[config.mk]
export PLATFORM = sky130hd
export DESIGN_NAME = my_clipper_decode
export DESIGN_NICKNAME = d
export VERILOG_FILES = /design/src/rtl/my_clipper_decode.sv
export SDC_FILE = /design/constraint.sdc
export NUM_CORES = 1
export LEC_CHECK = 0
export BUFFER_PORTS_ARGS = -buffer_cell sky130_fd_sc_hd__buf_2
export CAP_MARGIN = 20
export CELL_PAD_IN_SITES_DETAIL_PLACEMENT = 0
export CELL_PAD_IN_SITES_GLOBAL_PLACEMENT = 1
export CORE_UTILIZATION = 32
export DETAILED_ROUTE_END_ITERATION = 10
export GPL_ROUTABILITY_DRIVEN = 0
export PLACE_DENSITY_LB_ADDON = 0.1
export SLEW_MARGIN = 20
export SYNTH_ARGS = -nofsm -noshare
export SYNTH_HDL_FRONTEND = slang
export SYNTH_SLANG_ARGS = --single-unit
[constraint.sdc]
create_clock -name clk -period 5 [get_ports clk]
set_clock_uncertainty 0.15 [all_clocks]
set_input_delay 0.5 -clock clk [delete_from_list [all_inputs] [get_ports clk]]
set_output_delay 0.5 -clock clk [all_outputs]
set_load 0.005 [all_outputs]
[src/rtl/my_clipper_decode.sv]
// rtl/my_clipper_decode.sv - Avalon-ST video decoder: latches control-packet geometry, forwards video data
module my_clipper_decode #(
  parameter int DATA_WIDTH  = 8,
  parameter int DATA_BITS   = 8,
  parameter int DATA_PLANES = 1
) (
  input  logic                  clk,
  input  logic                  rst,
  input  logic [DATA_WIDTH-1:0] din_data,
  input  logic                  din_valid,
  input  logic                  din_startofpacket,
  input  logic                  din_endofpacket,
  output logic                  din_ready,
  output logic [DATA_WIDTH-1:0] dout_data,
  output logic                  dout_valid,
  output logic                  dout_startofpacket,
  output logic                  dout_endofpacket,
  input  logic                  dout_ready,
  output logic [15:0]           video_width,
  output logic [15:0]           video_height,
  output logic [3:0]            video_interlaced,
  output logic                  ctrl_valid,
  output logic                  ctrl_error
);

  localparam logic [3:0] NW = (DATA_PLANES == 1) ? 4'd9 :
                              (DATA_PLANES == 2) ? 4'd5 : 4'd3;

  typedef enum logic [2:0] {IDLE, CTRL, HDR0, DATA, DROP} state_t;

  state_t      state, state_n;
  logic [3:0]  cnt, cnt_n, cnt_inc;
  logic [35:0] shadow, shadow_n;
  logic        ctrl_valid_n, ctrl_error_n, commit;
  logic        pass, beat;
  logic [3:0]  ptype;

  always_ff @(posedge clk or posedge rst) begin
    if (rst) begin
      state            <= IDLE;
      cnt              <= 4'd0;
      shadow           <= 36'd0;
      video_width      <= 16'd0;
      video_height     <= 16'd0;
      video_interlaced <= 4'd0;
      ctrl_valid       <= 1'b0;
      ctrl_error       <= 1'b0;
    end else begin
      state      <= state_n;
      cnt        <= cnt_n;
      shadow     <= shadow_n;
      ctrl_valid <= ctrl_valid_n;
      ctrl_error <= ctrl_error_n;
      // shadow_n already holds the eop beat's nibbles, so outputs update on the eop edge
      if (commit) begin
        video_width      <= shadow_n[35:20];
        video_height     <= shadow_n[19:4];
        video_interlaced <= shadow_n[3:0];
      end
    end
  end

  assign ptype   = din_data[3:0];
  assign cnt_inc = (cnt == 4'hF) ? cnt : cnt + 4'd1;

  always_comb begin
    state_n            = state;
    cnt_n              = cnt;
    shadow_n           = shadow;
    ctrl_valid_n       = 1'b0;
    ctrl_error_n       = 1'b0;
    commit             = 1'b0;
    din_ready          = 1'b0;
    dout_data          = '0;
    dout_valid         = 1'b0;
    dout_startofpacket = 1'b0;
    dout_endofpacket   = 1'b0;
    pass               = 1'b0;
    beat               = 1'b0;
    if (!rst) begin
      // a sop beat is always a header, even mid-packet, so it never reaches dout
      pass = ((state == HDR0) || (state == DATA)) && !din_startofpacket;
      if (pass) begin
        din_ready          = dout_ready;
        dout_data          = din_data;
        dout_valid         = din_valid;
        dout_startofpacket = (state == HDR0);
        dout_endofpacket   = din_endofpacket;
      end else begin
        din_ready = 1'b1;
      end
      beat = din_valid && din_ready;
      if (beat && din_startofpacket) begin
        if (state != IDLE) ctrl_error_n = 1'b1;
        if (din_endofpacket) begin
          state_n = IDLE;
          if (ptype == 4'hF) ctrl_error_n = 1'b1;
        end else begin
          case (ptype)
            4'hF: begin
              state_n  = CTRL;
              cnt_n    = 4'd0;
              shadow_n = 36'd0;
            end
            4'h0:    state_n = HDR0;
            default: state_n = DROP;
          endcase
        end
      end else if (beat) begin
        case (state)
          CTRL: begin
            for (int k = 0; k < 9; k++) begin
              if (cnt == 4'(k / DATA_PLANES))
                shadow_n[35-4*k -: 4] = din_data[(k % DATA_PLANES)*DATA_BITS +: 4];
            end
            cnt_n = cnt_inc;
            if (din_endofpacket) begin
              state_n = IDLE;
              if (cnt_inc == NW) begin
                commit       = 1'b1;
                ctrl_valid_n = 1'b1;
              end else begin
                ctrl_error_n = 1'b1;
              end
            end
          end
          HDR0:    state_n = din_endofpacket ? IDLE : DATA;
          DATA:    if (din_endofpacket) state_n = IDLE;
          DROP:    if (din_endofpacket) state_n = IDLE;
          default: state_n = state;
        endcase
      end
    end
  end

endmodule

==> impl_metrics.tcl <==
set metrics [dict create \
    cts_buffer_depth 2 \
    vias 2893 \
    worstPathMaxFanout 39 \
    grt_setup_unrepaired "false" \
    numPortBuffers 63 \
    drt_iter0_drc 209 \
    ys_seq_area_share_pct 51.5 \
    tightestPinTransition_ps 870 \
    start_util_pct 32.7 \
    synth.yosys.warnings 0 \
    design.core.area_um2 12000 \
    cts.clk_slew.worst_paths_ps 60 \
    ir_worst_vdd_uv 133 \
    synth.avg_cell_area_um2 11.4 \
    slew_violations 0 \
    synth_seq_cells 81 \
    cp.buffers_inverters 2 \
    powerDensity_nw_per_um2 371 \
    drive_gt1_share_pct 32.2 \
    clk-insertion-delay-late_ps 330 \
    dr_wl_met3_um 437 \
    grt_max_degree 60 \
    setup_tns_ps 0 \
    p_leak_nw 2.22 \
    wl_per_cell_um 17.9 \
    ios 64 \
    rrSetupSlack_ps 2250 \
    dr_wl_met2_um 4580 \
    grt_use_total_pct 16.8 \
    diodes 0 \
    syn_area_um2 3930 \
    drc 0 \
    grt_pass1_wl_um 16500 \
    cp-start-kind "input pin" \
    synth_most_common_cell "dfrtp_1" \
    required_ps 5060 \
    ant_nets 0 \
    cts_tree "done" \
    die_width_um 113 \
    synth_area_leaders "dfrtp_1 52%, mux2_2 11%, o31ai_1 5.0%, mux2i_1 4.1%, nand2_1 2.2%" \
    synth_edf_count 0 \
    gr-total-overflow 0 \
    fill_cells 1188 \
    final_hold_viol_count 0 \
    rows 40 \
    cp_slowest_stage_delay_ps 540 \
    syn2layout_area_growth_pct 17.9 \
    path_cells "buf_2 > nand4bb_1 > nor3_1 > and3_1 > buf_4 > mux2_2" \
    clock.fmax_mhz 356 \
    setup_violations 0 \
    fp.dieH_um 113 \
    first_global_vias 3005 \
    dieArea_um2 12700 \
    multiInputGateArea_um2 1740 \
    whs_ps 351 \
    path_class "in2reg" \
    clockRootBuffer "clkbuf_16" \
    cts-resized-gates 0 \
    dr.pass1.iters 4 \
    ys.flop_type "dfrtp_1" \
    finalCritPeriodShare_pct 56.2 \
    fin_util_pct 38.6 \
    synth_top_area_share_pct 51.5 \
    clock_sinks 81 \
    synthArstFlopShare_pct 100 \
    dp_cells 529 \
    post-cts-setup-buffers 0 \
    yosys.area.top_type "dfrtp_1" \
    outcome "finished clean" \
    synth_cell_types 48 \
    via_per_inst 5.31 \
    drt_wl_total_um 9770 \
    wl_met1_um 4640 \
    layout.cells.non_filler 545 \
    grt_antenna_before_repair 0 \
    critical-path-top-delay-family "simple AND/OR/NAND/NOR gates" \
    final_nets 411 \
    cap_viol_max_count 0 \
    cts_buffers 9 \
    cts_hold_buf 0 \
    highest_layer "met4" \
    crit_arrival_ps 2870 \
    regArea_um2 2030 \
    synth_cells 344 \
    cp-end-kind "flop" \
    yosys-top-cells-count "81 x dfrtp_1, 39 x mux2_2, 26 x o31ai_1" \
    syn-num-nets 362 \
    min_period_ps 2810 \
    hpwl_um 6420 \
    hold_class "reg2reg" \
    cp_slowest_cell "nor3_1" \
    h-tree-depth 3 \
    slew_headroom_pct 41.2 \
]
flip-flops by register name, summed over array words and instances (netlist names):
| name | cells |
|---|---|
| cnt | 4 |
| ctrl_error | 1 |
| ctrl_valid | 1 |
| shadow | 36 |
| state | 3 |
| video_height | 16 |
| video_interlaced | 4 |
| video_width | 16 |
path summary, 6_finish.rpt:
kind / from / endpoint / cells after the start
max in group asynchronous: rst / shadow[8]$_DFF_PP0_ / 3
worst max-delay path: rst / video_width[15]$_DFFE_PP0P_ / 6
min in group asynchronous: rst / shadow[35]$_DFF_PP0_ / 2
worst min-delay path: video_height[14]$_DFFE_PP0P_ / video_height[14]$_DFFE_PP0P_ / 1
worst min register to register: video_height[14]$_DFFE_PP0P_ / video_height[14]$_DFFE_PP0P_ / 1
worst max register to register: state[0]$_DFFE_PP0P_ / video_width[15]$_DFFE_PP0P_ / 5
layout by cell type (no fill, tap or decap), types with 6 or more instances in the layout:
cell       synthesis  routed
mux2i_1           16      16
nand4_1            9       9
a31o_1             8       8
clkbuf_16          0       9
and3_1             6       6
o31ai_1           26      26
nor2_1             7       7
dfrtp_1           81      81
inv_1             10       9
nand3_1           11      11
nand2_1           23      23
and2_1            10      10
buf_2              9      63
mux2_2            39      39
power breakdown:
| group | total [mW] | switching [mW] | internal, mW |
|---|---|---|---|
| registers | 0.774 | 0.0684 | 0.705 |
| clock network | 0.664 | 0.262 | 0.402 |
| logic | 0.280 | 0.172 | 0.109 |
| total | 1.72 | 0.502 | 1.22 |
kinds of logic (layout without fill, tap and decap cells):
kind of cell | after synthesis | count (layout) | synth area share [%]
and+or+nand+nor | 102 | 102 | 15.4
DFF | 81 | 81 | 51.5
AOI/OAI and AO/OA | 61 | 61 | 11.9
muxes | 55 | 55 | 15.2
buffers and inverters | 40 | 94 | 4.49
adders and majority gates | 4 | 4 | 1.27
xor gates and xnor gates | 1 | 1 | 0.223
area by class of cell:
class | instances | area share (%)
flip-flops and latches | 81 | 43.7
inverters | 10 | 0.837
repair buffers | 68 | 7.61
multi-input cells | 223 | 37.4
clock buffers | 12 | 5.32
well taps | 147 | 3.97
clock inverters | 4 | 1.11
metrics by stage:
| stage | setup slack, ps | cell area [um2] | total power, mW |
|---|---|---|---|
| after floorplan | 1470 | 3930 | 0.976 |
| after global placement | 1920 | 4330 | 1.07 |
| after detailed placement | 1800 | 4340 | 1.07 |
| after CTS | 2160 | 4640 | 1.75 |
| after global routing | 1990 | 4640 | 1.82 |
| final | 2190 | 4640 | 1.72 |
layer usage:
metal | GRT usage, % | up-vias
li1 | - | 1370
met1 | 22.9 | 1434
met2 | 27.2 | 81
met3 | 2.84 | 8
met4 | 5.79 | 0
met5 | 0 | -
Power figures use the tool's default switching activity.
